<file path="src/rtl/cfg_init_pkg.sv">
// Shared types and defaults for the configuration-initialisation sequencer.
package cfg_init_pkg;

    typedef enum logic [2:0] {
        ST_IDLE,
        ST_START,
        ST_WRITE,
        ST_FINISH,
        ST_DONE,
        ST_ERROR
    } cfg_init_state_e;

    localparam int unsigned DEFAULT_TIMEOUT_CYC = 16;

    // Address width for a table of n entries, never narrower than one bit.
    function automatic int unsigned addr_width(input int unsigned n);
        return (n > 1) ? $clog2(n) : 1;
    endfunction

endpackage

</file>
<file path="src/rtl/init_timeout_cnt.sv">
// Write-stall timeout counter: clear, enable and terminal-count flag.
// The flag is held low when TIMEOUT_CYC is 0, which disables the timeout.
module init_timeout_cnt
    import cfg_init_pkg::*;
#(
    parameter int unsigned TIMEOUT_CYC = DEFAULT_TIMEOUT_CYC
) (
    input  logic clk,
    input  logic rst,
    input  logic clr,
    input  logic en,
    output logic tc
);

    localparam int unsigned CNT_W  = (TIMEOUT_CYC > 1) ? $clog2(TIMEOUT_CYC) : 1;
    localparam int unsigned TC_VAL = (TIMEOUT_CYC > 0) ? TIMEOUT_CYC - 1 : 0;

    logic [CNT_W-1:0] cnt;

    // Count stalled cycles; clear has priority over enable.
    always_ff @(posedge clk or posedge rst) begin
        if (rst) begin
            cnt <= '0;
        end else if (clr) begin
            cnt <= '0;
        end else if (en) begin
            cnt <= cnt + CNT_W'(1);
        end
    end

    assign tc = (TIMEOUT_CYC != 0) && (cnt == CNT_W'(TC_VAL));

endmodule

</file>
<file path="src/rtl/cfg_init_seq.sv">
// Configuration-initialisation sequencer: walks INIT_VALS and writes each
// entry over a valid/ready port, keeping a shadow copy of accepted values.
module cfg_init_seq
    import cfg_init_pkg::*;
#(
    parameter int unsigned NUM_REGS    = 8,
    parameter int unsigned DATA_W      = 32,
    parameter int unsigned ADDR_W      = addr_width(NUM_REGS),
    parameter logic [NUM_REGS*DATA_W-1:0] INIT_VALS = '0,
    parameter int unsigned TIMEOUT_CYC = DEFAULT_TIMEOUT_CYC
) (
    input  logic                       clk,
    input  logic                       rst,
    input  logic                       reinit_req,
    output logic                       wr_valid,
    input  logic                       wr_ready,
    output logic [ADDR_W-1:0]          wr_addr,
    output logic [DATA_W-1:0]          wr_data,
    output logic [NUM_REGS*DATA_W-1:0] shadow_q,
    output logic                       init_done,
    output logic                       init_err,
    output logic                       handshake_start,
    output logic                       handshake_end
);

    cfg_init_state_e   state;
    logic              go_start;
    logic              accept;
    logic              last_idx;
    logic              to_clr;
    logic              to_en;
    logic              to_tc;
    logic [ADDR_W-1:0] next_addr;
    logic [DATA_W-1:0] next_val;

    assign go_start = (state == ST_IDLE) ||
                      (((state == ST_DONE) || (state == ST_ERROR)) && reinit_req);
    assign accept   = (state == ST_WRITE) && wr_valid && wr_ready;
    assign last_idx = (wr_addr == ADDR_W'(NUM_REGS - 1));
    assign to_clr   = (state == ST_START) || accept;
    assign to_en    = (state == ST_WRITE) && !accept;

    init_timeout_cnt #(
        .TIMEOUT_CYC (TIMEOUT_CYC)
    ) u_timeout (
        .clk (clk),
        .rst (rst),
        .clr (to_clr),
        .en  (to_en),
        .tc  (to_tc)
    );

    // Index the next write will present: restart at 0, otherwise advance.
    assign next_addr = go_start ? '0 : wr_addr + ADDR_W'(1);

    // Look up the table entry for next_addr so wr_data is registered with it.
    always_comb begin
        next_val = '0;
        for (int unsigned i = 0; i < NUM_REGS; i++) begin
            if (next_addr == ADDR_W'(i)) begin
                next_val = INIT_VALS[i*DATA_W +: DATA_W];
            end
        end
    end

    // Sequencer FSM with all outputs registered.
    // Entry into START is shared by the reset path and re-init from DONE/ERROR,
    // so it is handled ahead of the per-state case.
    always_ff @(posedge clk or posedge rst) begin
        if (rst) begin
            state           <= ST_IDLE;
            wr_valid        <= 1'b0;
            wr_addr         <= '0;
            wr_data         <= '0;
            shadow_q        <= '0;
            init_done       <= 1'b0;
            init_err        <= 1'b0;
            handshake_start <= 1'b0;
            handshake_end   <= 1'b0;
        end else begin
            handshake_start <= 1'b0;
            handshake_end   <= 1'b0;
            if (go_start) begin
                state           <= ST_START;
                handshake_start <= 1'b1;
                init_done       <= 1'b0;
                init_err        <= 1'b0;
                wr_valid        <= 1'b0;
                wr_addr         <= next_addr;
                wr_data         <= next_val;
            end else begin
                case (state)
                    ST_START: begin
                        state    <= ST_WRITE;
                        wr_valid <= 1'b1;
                    end
                    ST_WRITE: begin
                        if (accept) begin
                            for (int unsigned i = 0; i < NUM_REGS; i++) begin
                                if (wr_addr == ADDR_W'(i)) begin
                                    shadow_q[i*DATA_W +: DATA_W] <= wr_data;
                                end
                            end
                            if (last_idx) begin
                                state         <= ST_FINISH;
                                wr_valid      <= 1'b0;
                                handshake_end <= 1'b1;
                                init_done     <= 1'b1;
                            end else begin
                                wr_addr <= next_addr;
                                wr_data <= next_val;
                            end
                        end else if (to_tc) begin
                            state         <= ST_ERROR;
                            wr_valid      <= 1'b0;
                            init_err      <= 1'b1;
                            handshake_end <= 1'b1;
                        end
                    end
                    ST_FINISH: begin
                        state <= ST_DONE;
                    end
                    default: begin
                        state <= state;
                    end
                endcase
            end
        end
    end

endmodule

</file>
<file path="config.mk">
export PLATFORM = sky130hd
export DESIGN_NAME = cfg_init_seq
export DESIGN_NICKNAME = d
export VERILOG_FILES = /design/src/rtl/cfg_init_pkg.sv /design/src/rtl/init_timeout_cnt.sv /design/src/rtl/cfg_init_seq.sv
export SDC_FILE = /design/constraint.sdc
export NUM_CORES = 1
export LEC_CHECK = 0
export CORE_AREA = 2 2 115 117
export CTS_BUF_LIST = sky130_fd_sc_hd__clkbuf_16
export CTS_CLUSTER_DIAMETER = 30
export DETAILED_ROUTE_END_ITERATION = 8
export DIE_AREA = 0 0 117 119
export DONT_BUFFER_PORTS = 1
export SYNTH_ARGS = -nofsm -noshare
export SYNTH_HDL_FRONTEND = slang
export SYNTH_HIERARCHICAL = 1
export SYNTH_SLANG_ARGS = --single-unit
</file>
<file path="constraint.sdc">
create_clock -name clk -period 2.2 [get_ports clk]
set_clock_uncertainty 0.15 [all_clocks]
set_input_delay 0.33 -clock clk [delete_from_list [all_inputs] [get_ports clk]]
set_output_delay 0.33 -clock clk [all_outputs]
set_load 0.05 [all_outputs]
</file>
==> results of run 1 <==
[state kept, by name, summed over array words and instances (netlist names)]
register	count
u_timeout/cnt	4
init_done	1
handshake_end	1
init_err	1
state	3
wr_addr	3
wr_valid	1
handshake_start	1
[worst reg2reg max path, cell delays in order (launching register included)]
cell	delay (ns)
dfrtp_1	0.46
or3b_4	0.47
nor3_4	0.26
nor2_1	0.13
mux2_4	0.27
[placed cells by master (no fill, tap or decap), drive strengths merged]
cell | Yosys | layout
o21ai | 3 | 3
clkbuf | 0 | 3
a311oi | 1 | 1
or3b | 1 | 1
dfrtp | 15 | 15
nor2 | 11 | 11
buf | 289 | 6
or3 | 1 | 1
nor3 | 1 | 1
nand3 | 1 | 1
diode | 0 | 1
nor2b | 1 | 1
nand2 | 6 | 6
a21bo | 1 | 1
a21oi | 7 | 7
nand2b | 1 | 1
clkinv | 0 | 1
mux2 | 2 | 2
or2 | 1 | 1
nand3b | 1 | 1
nand4 | 1 | 1
mux2i | 1 | 1
a22o | 2 | 2
and3 | 1 | 1
a21o | 1 | 1
inv | 4 | 4
a31oi | 1 | 1
xnor2 | 1 | 1
ha | 3 | 3
conb | 1 | 288
dlygate4sd3 | 0 | 1
[final cells by class]
cell class	count	area (sq um)	area share
clock buffer	3	75.1	0.0348
timing repair buffer	7	55.1	0.0255
inverter	4	15.0	0.00695
multi-input combinational	338	1410	0.654
sequential	15	375	0.174
antenna	1	2.50	0.00116
tap	176	220	0.102
clock inverter	1	5.00	0.00232
[report_power, final]
| group | total [W] | switching (W) | internal [W] |
|---|---|---|---|
| sequential | 0.000443 | 0.0000980 | 0.000345 |
| clock | 0.000358 | 0.000115 | 0.000243 |
| combinational | 0.00149 | 0.00133 | 0.000167 |
| total | 0.00229 | 0.00154 | 0.000754 |
[cells in the mapped netlist]
master    number  share of area
nor2_1        11          0.014
ha_1           3          0.013
and3_1         1         0.0022
mux2_4         2          0.010
a22o_2         1         0.0035
xnor2_1        1         0.0030
nand4_1        1         0.0022
conb_1         1         0.0013
a21oi_1        7          0.012
buf_6          1         0.0039
nand2_1        6         0.0078
a31oi_1        1         0.0022
buf_4        288           0.75
nor2b_1        1         0.0022
a311oi_1       1         0.0030
or3_1          1         0.0022
inv_1          4         0.0052
nor3_4         1         0.0056
mux2i_1        1         0.0035
a21bo_2        1         0.0035
or2_2          1         0.0022
nand3b_1       1         0.0026
dfrtp_1       15           0.13
nand2b_1       1         0.0022
a21o_2         1         0.0030
or3b_4         1         0.0039
o21ai_0        3         0.0052
nand3_1        1         0.0017
a22o_1         1         0.0030
[worst max path at each step]
stage | startpoint | end | slack (ns) | cells past startpoint
2_1_floorplan | wr_valid | u_timeout/cnt[3] | 0.09 | 5
3_3_place_gp | state[2] | wr_addr[0] | 0.37 | 4
3_5_place_dp | state[2] | wr_addr[0] | 0.36 | 4
4_1_cts | state[2] | u_timeout/cnt[3] | 0.34 | 4
5_1_grt | state[1] | u_timeout/cnt[3] | 0.24 | 5
6_report | state[2] | wr_addr[0] | 0.35 | 4
[timing repair]
| item | in CTS | in global routing |
|---|---|---|
| setup buffers | 0 | 0 |
| hold buffers | 1 | 0 |
| endpoints found under the hold margin | 15 | 0 |
| setup endpoints to repair | 0 | 0 |
[metrics by stage]
step | power (W) | instances | utilization | hold WS [ns]
finish | 0.00229 | 545 | 0.168 | 0.177
detailed placement | 0.00193 | 539 | 0.161 | -0.0286
global route | 0.00241 | 545 | 0.168 | 0.183
CTS | 0.00229 | 544 | 0.168 | 0.168
global placement | 0.00192 | 539 | 0.161 | -0.0304
floorplan | 0.00222 | 646 | - | -0.0539
[layer usage]
metal	vias up	wire (um)	global-route usage
li1	553	-	-
met5	-	0	0
met2	162	1660	0.0574
met3	5	588	0.0173
met1	554	883	0.0337
met4	0	41	0.0154
[cells by family (layout without fill, tap and decap cells)]
logic type | count (synthesis) | after routing | synth area share
and+or+nand+nor | 27 | 27 | 0.0488
muxes | 3 | 3 | 0.0138
AOI/OAI and AO/OA | 16 | 16 | 0.0354
other | 1 | 289 | 0.00129
xor gates and xnor gates | 1 | 1 | 0.00302
buffers and inverters | 293 | 15 | 0.755
adders and majority gates | 3 | 3 | 0.0130
DFF | 15 | 15 | 0.130
==> impl_table.tex, run 1 <==
\begin{tabular}{lr}
\hline
Metric & Value \\
\hline
\multicolumn{2}{l}{\textbf{Status}} \\
\quad Run status & finished clean \\
\multicolumn{2}{l}{\textbf{Power}} \\
\quad Leakage & 1.36 nW \\
\quad Worst-case vdd ir drop & around 0.29 mV \\
\quad PwrDens & between 1000 and 1500 nW/um\^{}2 \\
\multicolumn{2}{l}{\textbf{STA}} \\
\quad Post-route setup slack & roughly 0.35 ns \\
\quad Number of hold violations in the final report & 0 \\
\quad Final Critical Period & roughly 1.8 ns \\
\quad Ratio of final minimum period to clock period & 0.840 \\
\quad Slew HR & 0.657 \\
\quad Number of slew-limit violations in the final report & 0 \\
\quad Unrepaired setup endpoints after global routing & no \\
\quad F\_max & between 500 and 600 MHz \\
\quad Setup TNS & 0 ns \\
\quad Setup Viol. Count Final & 0 \\
\quad Slew at the pin closest to its max-slew limit & between 0.5 and 0.6 ns \\
\multicolumn{2}{l}{\textbf{Worst setup path}} \\
\quad CP top delay family & simple AND/OR/NAND/NOR gates \\
\quad Minimum setup slack among reg-to-reg paths & approximately 0.35 ns \\
\quad CP cell instances & or3b\_4 > nor3\_4 > nor2\_1 > mux2\_4 \\
\quad Register-to-Register Path Depth & 4 \\
\quad Critical path data arrival time & approximately 1.8 ns \\
\quad Crit path required time & 2.18 ns \\
\quad Stage delay of the slowest cell on the critical path & 0.47 ns \\
\quad Buffering stage count on the worst path with inverters included & 0 \\
\quad Worst Setup Path Type & register to register \\
\quad Nature of the critical path endpoint & register \\
\quad Slowest stage cell on the critical path & or3b\_4 \\
\quad Kind of start point of the critical path & register \\
\quad Startpoint of the worst-slack reg-to-reg timing path & state[2] \\
\quad Capturing point of the worst reg2reg path & wr\_addr[0] \\
\quad Maximum fanout count along the critical path & 9 \\
\multicolumn{2}{l}{\textbf{Floorplan}} \\
\quad Starting utilization of the core area & 0.225 \\
\quad Top-level I/O count & 300 \\
\quad Die area & 13900 sq um \\
\quad Overall die width & between 100 and 150 um \\
\quad CORE AREA & $\sim$13000 sq um \\
\quad Die height & 119 um \\
\quad Number of placement rows & between 40 and 50 \\
\multicolumn{2}{l}{\textbf{Routing}} \\
\quad Per-cell via count in the routed design & approximately 2.3 \\
\quad Initial DRC count & 17 \\
\quad Final wirelength & 3.18 mm \\
\quad Via count & around 1300 \\
\quad Detailed-route wire length per cell & slightly below 6 um \\
\quad Antenna violation net count after detailed routing & 0 \\
\quad Length of the first detailed-routing pass in iterations & 4 \\
\quad DRC Markers & 0 \\
\multicolumn{2}{l}{\textbf{Yosys}} \\
\quad Average size of a mapped cell & a little over 8 sq um \\
\quad Fraction of the yosys area taken by sequential cells & 0.130 \\
\quad Number of warnings issued by yosys & 6 \\
\quad Post-synthesis sequential element count & 15 \\
\quad Post-synthesis instance total & about 360 \\
\quad Cell area after technology mapping & slightly below 3000 sq um \\
\quad Synth unique cells & 29 \\
\multicolumn{2}{l}{\textbf{Global route}} \\
\quad Vias in the first global route & 645 \\
\quad Initial antenna violation count & 1 \\
\quad Wire length of the first global-routing pass & around 3.4 mm \\
\quad Pin count of the biggest net entering global routing & 12 \\
\quad Overall track demand over capacity in global routing & 0.0337 \\
\quad Leftover overflow at the end of global routing & 0 \\
\multicolumn{2}{l}{\textbf{Finish}} \\
\quad Finished Cell Area & 2160 sq um \\
\quad Nets@finish & between 300 and 400 \\
\quad Layout-stage area growth over the synthesis result & -25.5\% \\
\quad Proportion of layout cells with a drive suffix above 1 & 0.0489 \\
\quad Count of filler cells inserted in the layout & 1469 \\
\multicolumn{2}{l}{\textbf{Clock network}} \\
\quad Clock tree from TritonCTS & done \\
\quad Clock-pin slew on the worst setup and hold paths & 0.05 ns \\
\quad Post-cts sizing count & 0 \\
\quad Insertion delay of the later-clocked pin in the worst-skew pair & around 0.25 ns \\
\quad Cell chosen for the clock root & clkbuf\_16 \\
\quad CTS H-tree depth & 1 \\
\quad Worst-case clock buffer depth & 2 \\
\quad Number of buffers added by the clock tree synthesis step & 3 \\
\quad Sink Count & 15 \\
\multicolumn{2}{l}{\textbf{Min path}} \\
\quad Worst Hold Launch & wr\_ready \\
\quad Class of the tightest hold or removal check & primary input to register \\
\quad Min-Delay Path Depth & 2 \\
\quad Endpoint of the worst hold path & handshake\_end \\
\multicolumn{2}{l}{\textbf{Placement}} \\
\quad Post-placement cell area & approximately 2100 sq um \\
\quad Post-DP HPWL & 2.85 mm \\
\quad Minimum setup slack after placement & roughly 0.36 ns \\
\quad Number of port buffers & 0 \\
\quad RePlAce Congestion & between 0.7 and 0.8 \\
\multicolumn{2}{l}{\textbf{Job}} \\
\quad Max-Cap Viols & 0 \\
\hline
\end{tabular}
(Power assumes the default switching activity.)
==> inputs of run 2 (changes only) <==
--- a/config.mk
+++ b/config.mk
@@ -5,11 +5,11 @@
 export SDC_FILE = /design/constraint.sdc
 export NUM_CORES = 1
 export LEC_CHECK = 0
-export CORE_AREA = 2 2 115 117
+export CORE_AREA = 2 2 116 118
 export CTS_BUF_LIST = sky130_fd_sc_hd__clkbuf_16
 export CTS_CLUSTER_DIAMETER = 30
 export DETAILED_ROUTE_END_ITERATION = 8
-export DIE_AREA = 0 0 117 119
+export DIE_AREA = 0 0 118 120
 export DONT_BUFFER_PORTS = 1
 export SYNTH_ARGS = -nofsm -noshare
 export SYNTH_HDL_FRONTEND = slang
==> constraint.sdc (replaced) <==
create_clock -name clk -period 1.7 [get_ports clk]
set_clock_uncertainty 0.15 [all_clocks]
set_input_delay 0.255 -clock clk [delete_from_list [all_inputs] [get_ports clk]]
set_output_delay 0.255 -clock clk [all_outputs]
set_load 0.05 [all_outputs]
==> impl_table.tex, run 2 (synthesis results as in run 1) <==
\begin{tabular}{lr}
\hline
Metric & Value \\
\hline
\multicolumn{2}{l}{\textbf{Finish}} \\
\quad Top register by number of flip-flops & u\_timeout/cnt \\
\quad Nets@finish & 385 (+2.4\%) \\
\quad Largest registers & u\_timeout/cnt: 4 flops, state: 3 flops, wr\_addr: 3 flops \\
\quad Layout-stage area growth over the synthesis result & -22.2\% \\
\quad Max FFs per register & 4 (unchanged) \\
\quad Number of standard cells in the final layout excluding fillers & 553 (+1.5\%) \\
\quad Proportion of layout cells with a drive suffix above 1 & 0.0902 (+0.0413) \\
\quad Most common library cell in the layout ignoring fill and taps & conb\_1 \\
\quad Antenna Cells & 0 (-1) \\
\quad Most used cells in the layout excluding fill and tap cells & 288 x conb\_1, 15 x buf\_4, 12 x dfrtp\_1, 10 x nor2\_1 \\
\multicolumn{2}{l}{\textbf{Worst setup path}} \\
\quad Kind of start point of the critical path & register \\
\quad Worst Setup Path Type & register to register \\
\quad Critical path data arrival time & 1.65 ns (-0.18 ns) \\
\quad Maximum fanout count along the critical path & 4 (-5) \\
\quad Register-to-Register Path Depth & 4 (unchanged) \\
\quad Nature of the critical path endpoint & register \\
\quad Crit path required time & 1.67 ns (-0.51 ns) \\
\multicolumn{2}{l}{\textbf{Clock network}} \\
\quad Sink Count & 15 (unchanged) \\
\quad Number of buffers added by the clock tree synthesis step & 3 (unchanged) \\
\quad Post-cts sizing count & 0 (unchanged) \\
\quad Cell chosen for the clock root & clkbuf\_16 \\
\quad CTS H-tree depth & 1 (unchanged) \\
\quad Worst-case clock buffer depth & 2 (unchanged) \\
\quad Clock tree from TritonCTS & done \\
\quad Insertion delay of the later-clocked pin in the worst-skew pair & 0.24 ns (about the same) \\
\quad Clock-pin slew on the worst setup and hold paths & 0.05 ns (about the same) \\
\multicolumn{2}{l}{\textbf{Power}} \\
\quad Total power & 0.00312 W (+36\%) \\
\quad PwrDens & 1390 nW/um\^{}2 (+30\%) \\
\quad Relative contribution of the clock network to total power & 0.141 (-0.015) \\
\quad Leakage & 1.41 nW (+3.4\%) \\
\quad Fraction of power spent switching nets & 0.649 (-0.0221) \\
\quad Combinational fraction of design power & 0.680 (+0.029) \\
\quad Net switching power & 0.00203 W (+32\%) \\
\quad Internal Dissipation & 0.00110 W (+45\%) \\
\quad Worst-case vdd ir drop & 0.345 mV (+21\%) \\
\quad Sequential fraction of design power & 0.179 (-0.014) \\
\multicolumn{2}{l}{\textbf{Routing}} \\
\quad DRC Markers & 0 (unchanged) \\
\quad Per-cell via count in the routed design & 2.41 (+3.3\%) \\
\quad Final wirelength & 3.15 mm (-0.88\%) \\
\quad Via count & 1335 (+4.8\%) \\
\quad Detailed-route wire length per cell & 5.70 um (-2.3\%) \\
\quad Length of the first detailed-routing pass in iterations & 4 (unchanged) \\
\quad Antenna violation net count after detailed routing & 0 (unchanged) \\
\quad Initial DRC count & 32 (+15) \\
\multicolumn{2}{l}{\textbf{Floorplan}} \\
\quad Die height & 120 um (+0.84\%) \\
\quad Number of placement rows & 42 (unchanged) \\
\quad Overall die width & 118 um (+0.85\%) \\
\quad CORE AREA & 13000 sq um (+0.82\%) \\
\quad Top-level I/O count & 300 (unchanged) \\
\quad Die area & 14200 sq um (+1.7\%) \\
\quad Starting utilization of the core area & 0.223 (-0.00182) \\
\multicolumn{2}{l}{\textbf{Global route}} \\
\quad Wire length of the first global-routing pass & 3.48 mm (+2.7\%) \\
\quad Initial antenna violation count & 0 (-1) \\
\quad Pin count of the biggest net entering global routing & 12 (unchanged) \\
\quad Vias in the first global route & 705 (+9.3\%) \\
\quad Overall track demand over capacity in global routing & 0.0323 (-0.00142) \\
\quad Leftover overflow at the end of global routing & 0 (unchanged) \\
\multicolumn{2}{l}{\textbf{Placement}} \\
\quad Number of port buffers & 0 (unchanged) \\
\quad Dpl cells & 545 (+1.1\%) \\
\quad RePlAce Congestion & 0.732 (-3.9\%) \\
\quad Post-DP HPWL & 2.80 mm (-1.7\%) \\
\multicolumn{2}{l}{\textbf{STA}} \\
\quad F\_max & 598 MHz (+10\%) \\
\quad Setup TNS & 0 ns (unchanged) \\
\quad Final Critical Period & 1.67 ns (-0.175 ns) \\
\quad Number of slew-limit violations in the final report & 0 (unchanged) \\
\quad Ratio of final minimum period to clock period & 0.984 (+0.144) \\
\quad Unrepaired setup endpoints after global routing & yes \\
\quad Number of hold violations in the final report & 0 (unchanged) \\
\quad Worst Hold Slack & 0.0765 ns (-0.100 ns) \\
\quad Setup Viol. Count Final & 0 (unchanged) \\
\multicolumn{2}{l}{\textbf{Min path}} \\
\quad Min-Delay Path Depth & 2 (unchanged) \\
\quad Class of the tightest hold or removal check & primary input to register \\
\multicolumn{2}{l}{\textbf{Job}} \\
\quad Max-Cap Viols & 0 (unchanged) \\
\multicolumn{2}{l}{\textbf{Status}} \\
\quad Run status & finished clean \\
\hline
\end{tabular}
-- run 2: cell types whose count changed in the layout (fill, tap and decap cells not counted), moves of 2 or more --
cell     before  now
dfrtp_2       0    3
a21oi_1       7    5
dfrtp_1      15   12
buf_4         6   15
-- run 2: worst max-delay path, stage by stage (launching register included) --
cell and delay [ns]:
dfrtp_1 0.40, or3b_4 0.45, a21oi_4 0.14, nand4_1 0.11, mux2_4 0.31
-- run 2: path summary, 6_finish.rpt --
check	start	to	slack [ns]
worst max-delay path	state[2]	u_timeout/cnt[3]	0.03
worst min-delay path	wr_ready	handshake_end	0.08
worst max register to register	state[2]	u_timeout/cnt[3]	0.03
worst min register to register	u_timeout/cnt[1]	u_timeout/cnt[1]	0.42
max in group asynchronous	rst	wr_addr[0]	0.72
min in group asynchronous	rst	u_timeout/cnt[1]	0.24
-- run 2: final cells by class --
| type | instances | area, sq um |
|---|---|---|
| Inverter | 4 | 15.0 |
| Tap cell | 176 | 220 |
| Multi-Input combinational cell | 338 | 1440 |
| Clock inverter | 1 | 3.75 |
| Timing Repair Buffer | 16 | 123 |
| Fill cell | 1451 | 10700 |
| Sequential cell | 15 | 379 |
| Clock buffer | 3 | 75.1 |
-- run 2: layer usage --
| layer | wire [um] | global-route usage |
|---|---|---|
| met1 | 793 | 0.0304 |
| met2 | 1700 | 0.0585 |
| met3 | 574 | 0.00570 |
| met4 | 83 | 0.0316 |
| met5 | 0 | 0 |
-- run 2: stage by stage --
step           worst slack (ns)  area (sq um)   util
5_1_grt                 -0.0456          2250  0.174
3_5_place_dp            -0.0253          2140  0.165
6_report                 0.0264          2250  0.174
3_3_place_gp             0.0125          2140  0.165
2_1_floorplan           -0.0971          4010      -
4_1_cts                  0.0172          2250  0.173
-- run 2: power by group through the flow --
stage	Combinational (W)	Clock, W	Sequential [W]
floorplan	0.00229	0	0.000634
global placement	0.00203	0	0.000566
detailed placement	0.00204	0	0.000574
CTS	0.00208	0.000460	0.000560
global route	0.00221	0.000481	0.000571
finish	0.00212	0.000440	0.000561
-- run 2: timing repair --
item / in CTS / in global routing
endpoints found under the hold margin: 15 / 0
setup buffers: 2 / 1
endpoints found under the setup margin: 1 / 4
pin swaps: 0 / 3
hold buffers: 1 / 0
